### src/rtl/io_store_buffer_if.sv
// Store-side and drain-side signals of the IO posted-write buffer.
// The master modport is the processor/sink side; the slave modport is the buffer itself.
interface io_store_buffer_if #(
  parameter int AW = 24,
  parameter int DW = 32
);
  logic          wr_en;
  logic [AW-1:0] wr_addr;
  logic [DW-1:0] wr_data;
  logic          stall;
  logic [AW-1:0] direction;
  logic [DW-1:0] out_data;
  logic          out_valid;
  logic          out_ready;

  modport master (
    output wr_en, wr_addr, wr_data, out_ready,
    input  stall, direction, out_data, out_valid
  );

  modport slave (
    input  wr_en, wr_addr, wr_data, out_ready,
    output stall, direction, out_data, out_valid
  );
endinterface

### src/rtl/io_store_buffer.sv
// Posted-write buffer between the processor store path and the IO address decoder.
// Mapped stores are queued in a small first-word-fall-through FIFO and drained one at
// a time onto the decoder direction bus; unmapped stores are accepted, discarded and
// counted in a saturating drop counter.
module io_store_buffer #(
  parameter int DEPTH = 4,
  parameter int AW    = 24,
  parameter int DW    = 32
) (
  input  logic                       clk,
  input  logic                       reset,
  io_store_buffer_if.slave           bus,
  input  logic                       flush,
  output logic [$clog2(DEPTH+1)-1:0] count,
  output logic [7:0]                 drop_cnt
);

  localparam int PW = $clog2(DEPTH);
  localparam int CW = $clog2(DEPTH+1);

  logic [AW-1:0] addr_mem [DEPTH];
  logic [DW-1:0] data_mem [DEPTH];
  logic [PW-1:0] wr_ptr;
  logic [PW-1:0] rd_ptr;

  logic mapped;
  logic pop;
  logic accept;
  logic push;
  logic drop;

  // Address map decode plus the accept/stall handshake; full/empty comes from count only.
  always_comb begin
    mapped = (bus.wr_addr <= AW'(116)) ||
             ((bus.wr_addr >= AW'(120)) && (bus.wr_addr <= AW'(140)));
    pop    = bus.out_valid & bus.out_ready;
    accept = bus.wr_en & ~flush & ((count < CW'(DEPTH)) | pop);
    push   = accept & mapped;
    drop   = accept & ~mapped;
    bus.stall = bus.wr_en & ~flush & ~accept;
  end

  // Head of queue falls through; an empty buffer parks the bus at all ones so no sink decodes.
  always_comb begin
    bus.out_valid = (count != '0);
    bus.direction = bus.out_valid ? addr_mem[rd_ptr] : '1;
    bus.out_data  = bus.out_valid ? data_mem[rd_ptr] : '0;
  end

  // Storage write on a mapped accept; contents need no reset since count gates visibility.
  always_ff @(posedge clk) begin
    if (push) begin
      addr_mem[wr_ptr] <= bus.wr_addr;
      data_mem[wr_ptr] <= bus.wr_data;
    end
  end

  // Pointers and occupancy; flush overrides any same-cycle push or pop.
  always_ff @(posedge clk or negedge reset) begin
    if (!reset) begin
      wr_ptr <= '0;
      rd_ptr <= '0;
      count  <= '0;
    end else if (flush) begin
      wr_ptr <= '0;
      rd_ptr <= '0;
      count  <= '0;
    end else begin
      if (push) wr_ptr <= wr_ptr + PW'(1);
      if (pop)  rd_ptr <= rd_ptr + PW'(1);
      count <= count + CW'(push) - CW'(pop);
    end
  end

  // Saturating count of discarded unmapped stores; survives flush.
  always_ff @(posedge clk or negedge reset) begin
    if (!reset) begin
      drop_cnt <= '0;
    end else if (drop && (drop_cnt != 8'hFF)) begin
      drop_cnt <= drop_cnt + 8'd1;
    end
  end

endmodule

### src/flat_wrapper.sv
// flat-port wrapper written by rule: the top's interface ports become plain ports
module io_store_buffer_flat 
#(
  parameter int DEPTH = 4,
  parameter int AW    = 24,
  parameter int DW    = 32
)
  (clk, reset, flush, count, drop_cnt, bus_wr_en, bus_wr_addr, bus_wr_data, bus_out_ready, bus_stall, bus_direction, bus_out_data, bus_out_valid);
  io_store_buffer_if #(.AW(AW), .DW(DW)) bus_i ();
  input  logic clk;
  input  logic reset;
  input  logic flush;
  output logic [$clog2(DEPTH+1)-1:0] count;
  output logic [7:0] drop_cnt;
  input wire logic [$bits(bus_i.wr_en)-1:0] bus_wr_en;
  input wire logic [$bits(bus_i.wr_addr)-1:0] bus_wr_addr;
  input wire logic [$bits(bus_i.wr_data)-1:0] bus_wr_data;
  input wire logic [$bits(bus_i.out_ready)-1:0] bus_out_ready;
  output wire logic [$bits(bus_i.stall)-1:0] bus_stall;
  output wire logic [$bits(bus_i.direction)-1:0] bus_direction;
  output wire logic [$bits(bus_i.out_data)-1:0] bus_out_data;
  output wire logic [$bits(bus_i.out_valid)-1:0] bus_out_valid;
  assign bus_i.wr_en = bus_wr_en;
  assign bus_i.wr_addr = bus_wr_addr;
  assign bus_i.wr_data = bus_wr_data;
  assign bus_i.out_ready = bus_out_ready;
  assign bus_stall = bus_i.stall;
  assign bus_direction = bus_i.direction;
  assign bus_out_data = bus_i.out_data;
  assign bus_out_valid = bus_i.out_valid;
  io_store_buffer #(.DEPTH(DEPTH), .AW(AW), .DW(DW)) u_core (.clk(clk), .reset(reset), .bus(bus_i), .flush(flush), .count(count), .drop_cnt(drop_cnt));
endmodule
### config.mk
export PLATFORM = sky130hd
export DESIGN_NAME = io_store_buffer_flat
export DESIGN_NICKNAME = d
export VERILOG_FILES = /design/src/rtl/io_store_buffer_if.sv /design/src/rtl/io_store_buffer.sv /design/src/flat_wrapper.sv
export SDC_FILE = /design/constraint.sdc
export NUM_CORES = 1
export LEC_CHECK = 0
export ABC_AREA = 1
export CAP_MARGIN = 20
export CORE_AREA = 8 8 150 152
export DETAILED_ROUTE_END_ITERATION = 8
export DIE_AREA = 0 0 158 160
export GPL_TIMING_DRIVEN = 0
export PLACE_DENSITY = 0.74
export SYNTH_ARGS = -nofsm -noshare
export SYNTH_HDL_FRONTEND = slang
export SYNTH_SLANG_ARGS = --single-unit
export TNS_END_PERCENT = 10
### constraint.sdc
create_clock -name clk -period 3.9 [get_ports clk]
set_clock_uncertainty 0.2 [all_clocks]
set_input_delay 0.78 -clock clk [delete_from_list [all_inputs] [get_ports clk]]
set_output_delay 0.78 -clock clk [all_outputs]
set_load 0.01 [all_outputs]
Word-level counts from Yosys, hierarchy flattened
Memories as Yosys holds them, arrays and structs flattened.
Cells that the tools add are included.
{"block": "totals", "register_bits": 15, "latchBits": 0, "ram_bits": 224, "mem_bits_ro": 0, "in_bits": 61, "output_inout_bits": 69, "n_memories": 2}
{"block": "classes", "addsub": 5, "n_mul": 0, "div_mod_pow": 0, "n_lt_le_gt_ge": 4, "eq_ne": 1, "shift": 0, "n_mux": 9, "n_bitwise": 10, "n_reduce_logical": 6}
{"name": "u_core.data_mem", "words": 4, "word_bits": 32, "rd": 1, "rd_clocked_by_memory_dff": 0, "wr": 1, "line_no": "io_store_buffer.sv:22", "text": "logic [DW-1:0] data_mem [DEPTH];"}
{"name": "u_core.addr_mem", "words": 4, "word_bits": 24, "rd": 1, "rd_clocked_by_memory_dff": 0, "wr": 1, "line_no": "io_store_buffer.sv:21", "text": "logic [AW-1:0] addr_mem [DEPTH];"}
{"op": "32-bit two-way mux", "n": 1}
{"op": "24-bit by 7-bit >= comparator with 1-bit output (second input constant)", "n": 1}
{"op": "24-bit by 7-bit less-or-equal comparator with 1-bit output (second input constant)", "n": 1}
{"op": "24-bit by 8-bit less-or-equal comparator with 1-bit output (second input constant)", "n": 1}
{"op": "24-bit two-way mux", "n": 1}
{"op": "8-bit by 1-bit adder with 8-bit output (second input constant)", "n": 1}
{"op": "2-bit two-way mux", "n": 4}
{"op": "8-bit inequality test (second input constant)", "n": 1}
{"op": "1-bit bitwise AND", "n": 6}
{"op": "2-bit by 1-bit adder with 2-bit output (second input constant)", "n": 2}
{"op": "2-bit nonzero test", "n": 2}
{"op": "3-bit by 1-bit adder with 3-bit output", "n": 1}
{"op": "3-bit < comparator (second input constant)", "n": 1}
{"op": "3-bit two-way mux", "n": 1}
{"op": "1-bit inverter", "n": 3}
{"op": "3-bit nonzero test", "n": 1}
{"op": "3-bit by 1-bit subtractor with 3-bit output", "n": 1}
{"op": "1-bit logical AND", "n": 2}
{"op": "1-bit two-way mux", "n": 2}
{"op": "1-bit logical OR", "n": 1}
{"op": "1-bit OR", "n": 1}

Logic depth before layout (Yosys ltp)
{"block": "depth", "depth_word": 8, "ltp_mapped": 12, "mapped_depth_nobuf": 12}

Least setup slack after synthesis
OpenSTA, ideal clock, no wires.
{"block": "synth_path", "kind": "input to register", "start": "in bus_wr_addr[14]", "end": "mem u_core.addr_mem[0][0], enable pin", "t_arrival_ns": 3.810, "t_required_ns": 3.230, "setup_slack_ns": -0.581, "cell_stages": 7, "path_cell_list": "nor2_1 > nand2_1 > nor2_1 > nand2_1 > nor2_1 > nand3_1 > nor2_1"}
{"block": "synth_between", "elab_chain_len": 6}
{"item": "start, declared", "line_no": "flat_wrapper.sv:16", "text": "input wire logic [$bits(bus_i.wr_addr)-1:0] bus_wr_addr;"}
{"item": "24-bit by 7-bit >= comparator with 1-bit output or 24-bit by 8-bit less-or-equal comparator with 1-bit output (tied branches)", "line_no": "io_store_buffer.sv:35", "text": "((bus.wr_addr >= AW'(120)) && (bus.wr_addr <= AW'(140)));"}
{"item": "1-bit logical AND", "line_no": "io_store_buffer.sv:35"}
{"item": "1-bit logical OR (*)", "line_no": "io_store_buffer.sv:34", "text": "mapped = (bus.wr_addr <= AW'(116)) ||"}
{"item": "1-bit bitwise AND (*)", "line_no": "io_store_buffer.sv:38", "text": "push = accept & mapped;"}
{"item": "1-bit two-way mux (*)", "line_no": "io_store_buffer.sv:52", "text": "if (push) begin"}
{"item": "1-bit two-way mux (not written as such) (*)", "line_no": "io_store_buffer.sv:53", "text": "addr_mem[wr_ptr] <= bus.wr_addr;"}
{"item": "end, declared", "line_no": "io_store_buffer.sv:21"}
Mark *: on every way between the ends. The rest lies on a longest branch, timed or not.

Worst setup path in the final report
{"block": "layout_path", "start": "reg u_core.count[1]", "end": "out bus_direction[15]"}
{"block": "layout_between", "elab_chain_len": 2}
{"item": "start, declared", "line_no": "io_store_buffer.sv:14", "text": "output logic [$clog2(DEPTH+1)-1:0] count,"}
{"item": "start signal, assigned", "line_no": "io_store_buffer.sv:71", "text": "count <= count + CW'(push) - CW'(pop);"}
{"item": "3-bit nonzero test", "line_no": "io_store_buffer.sv:45", "text": "bus.out_valid = (count != '0);"}
{"item": "24-bit two-way mux", "line_no": "io_store_buffer.sv:46", "text": "bus.direction = bus.out_valid ? addr_mem[rd_ptr] : '1;"}
{"item": "end, declared", "line_no": "flat_wrapper.sv:20", "text": "output wire logic [$bits(bus_i.direction)-1:0] bus_direction;"}
Every way passes these cells.

==> flow_summary.toml <==
[floorplanning]
start_util_pct = 48.16
io_pins = 130
die_w_um = 158
die_h_um = 160
core_area_um2 = 20040
num_rows = 52
dieArea_um2 = 25280

[cts]
postCtsHoldBufs = 0
postCtsSetupBuffers = 0
clock_latency_ns = 0.50
clkSlewWorstSetupHoldPaths_ns = 0.07
cts_buffer_depth = 3
ctsRootBufferMaster = "clkbuf_16"
numCtsBuffers = 23
cts_sinks = 239
tritoncts = "built"
cts-htree-levels = 1

[global_routing]
grt_first_pass_wirelength_mm = 35.30
antenna_found_initial = 0
grt_pass1_vias = 6497
grt_max_degree = 31
gr-total-overflow = 0
track_usage_pct = 17.90

[route]
drc = 0
viasPerCell = 5.297
wl_mm = 23.01
final_antenna_net_count = 0
vias = 6473
wl_per_cell_um = 18.83
drt_iter0_markers = 417
drt-pass1-iter-count = 5

[synth]
ys_seq_area_share_pct = 73.59
synthTopCellsByArea = "edfxtp_1 70%, nor2_1 9.6%, o21ai_0 4.6%, dfrtp_1 3.9%, a21oi_1 1.8%"
syn-cell-area_um2 = 9651
synthDistinctLibCells = 31
synth_area_per_cell_um2 = 12.42
yosysWarnings = 0
synth_seq_cells = 239
netlist.area_leader.share_pct = 69.70
synth_top_area_cell = "edfxtp_1"
syn-num-nets = 846
syn_inst = 777

[timing]
min_period_over_period_pct = 96.78
tightest_slew_ns = 0.9049
timing.fmax_mhz = 264.9
max-slew-margin-rel_pct = 39.53
layout_setup_ws_ns = 0.1256
period_needed_ns = 3.774
hold_viol_final = 0
setup_viol_count_final = 0
report.final.slew_viol_count = 0
rsz0062_at_grt = "false"

[power_and_ir_drop]
leakage_nw = 4.249
power_w = 0.007520
power_density_nw_per_um2 = 615.4
irDropWorstVdd_uv = 316.1

[worst_setup_path]
critPathCapture = "bus_direction[15]"
r2r-start = "u_core.count[2]"
slowest_delay_ns = 0.66
r2r_cells = 4
r2r_slack_ns = 0.89
path_cells = "nor2_1 -> inv_2 -> nor2_4 -> inv_1 -> buf_2 -> o311ai_0 -> clkdlybuf4s50_1"
critPathCaptureType = "output pin"
path_class = "reg -> out"
path_max_fanout = 10
arrival_ns = 2.79
rr_endpoint = "u_core.data_mem[2][0]"
cp.required_ns = 2.92
startpoint = "u_core.count[1]"
startpoint_type = "flip-flop"
slowest_stage = "clkdlybuf4s50_1"

[place]
io_buffers = 129
dpl_cell_area_um2 = 11460
hpwl_mm = 15.07
gp_congestion = 0.7407
dp_slack_ns = -0.2084

[final_layout]
num_antenna_cells = 0
layout_commonest_cell = "nor2_1"
drive_above_1_share_pct = 7.983
area_growth_pct = 26.62
nFillCells = 1568
final_area_um2 = 12220
finalNetCount = 1007
layout_common_cells = "244 x nor2_1, 224 x edfxtp_1, 129 x clkdlybuf4s50_1"
utilization_pct = 60.98

[status]
status = "completed"

[hold_path]
hold_class = "reg -> reg"

[run]
cap_violations = 0
-- sequential cells by signal, indices dropped and copies added (netlist names) --
name	flops
u_core.addr_mem	96
u_core.count	3
u_core.data_mem	128
u_core.drop_cnt	8
u_core.rd_ptr	2
u_core.wr_ptr	2
-- per-layer routing --
metal	up-vias	wire (µm)	global-route usage [%]
li1	3079	-	-
met2	217	11460	30.45
met1	3138	9446	22.78
met4	0	452	5.189
met5	-	0	0
met3	39	1647	3.482
-- Yosys cell counts --
cell type	number
buf_1	6
nand2_1	33
buf_4	6
clkinv_1	1
a21oi_1	34
or2_2	1
nand2_2	1
nor2_2	1
nor3_1	3
nand2_8	1
and3_1	1
fa_1	1
inv_2	2
buf_2	13
xnor2_1	3
o311ai_0	18
nand3b_1	1
nor2_1	248
o21a_1	2
inv_1	19
buf_6	4
dfrtp_1	15
clkbuf_1	14
o21ai_0	89
a211oi_2	1
ha_1	7
edfxtp_1	224
o311ai_1	6
nand3_1	15
nand4_1	4
xor2_1	3
-- power breakdown --
group	switching, W	internal [W]
clock	0.000890	0.00132
sequential	0.0000498	0.00284
combinational	0.00135	0.00107
-- worst max-delay path: cells and delay by family, from the launching register on --
kind | cells | cell delay (ns)
buf+inv | 4 | 1.22
simple gates | 2 | 0.43
flops | 1 | 0.44
compound gates | 1 | 0.20
-- cells by family (layout without fill, tap and decap cells) --
group | after synthesis | after routing | share of synthesized area (%)
fa+ha+maj | 8 | 8 | 1.115
compound gates | 150 | 150 | 8.842
flops | 239 | 239 | 73.59
buf+inv | 65 | 240 | 3.241
xor+xnor | 6 | 6 | 0.5446
simple gates | 309 | 309 | 12.67
-- stage by stage --
stage | cells | hold slack (ns) | setup TNS, ns
2_1_floorplan | 777 | 0.2844 | -130.06
3_3_place_gp | 1176 | 0.3143 | -693.23
3_5_place_dp | 1183 | 0.3231 | -8.826
4_1_cts | 1222 | 0.3396 | 0
5_1_grt | 1222 | 0.3803 | 0
6_report | 1222 | 0.3330 | 0
-- worst min-delay path by stage --
stage | startpoint | to | slack, ns | cells after the start
3_5_place_dp | u_core.drop_cnt[1] | u_core.drop_cnt[1] | 0.32 | 2
5_1_grt | u_core.drop_cnt[1] | u_core.drop_cnt[1] | 0.38 | 2
2_1_floorplan | reset | u_core.count[0] | 0.28 | 0
3_3_place_gp | u_core.drop_cnt[1] | u_core.drop_cnt[1] | 0.31 | 2
6_report | u_core.drop_cnt[1] | u_core.drop_cnt[1] | 0.33 | 2
4_1_cts | u_core.drop_cnt[1] | u_core.drop_cnt[1] | 0.34 | 2
-- final cells by class --
type                            count  area [µm²]  share of cell area (%)
Buffer                             43       231.5                   1.894
Clock buffer                       29       618.1                   5.058
Clock inverter                     10       130.1                   1.065
Inverter                           22       82.58                  0.6758
Multi-Input combinational cell    473        2271                   18.58
Sequential cell                   239        7102                   58.12
Tap cell                          270       337.8                   2.765
Timing Repair Buffer              136        1446                   11.84
-- repair_timing --
item / CTS / global route
gates resized for setup: 1 / 2
pin swaps: 0 / 0
endpoints found under the setup margin: 16 / 4
No activity file was read; power rests on OpenSTA's default activity.
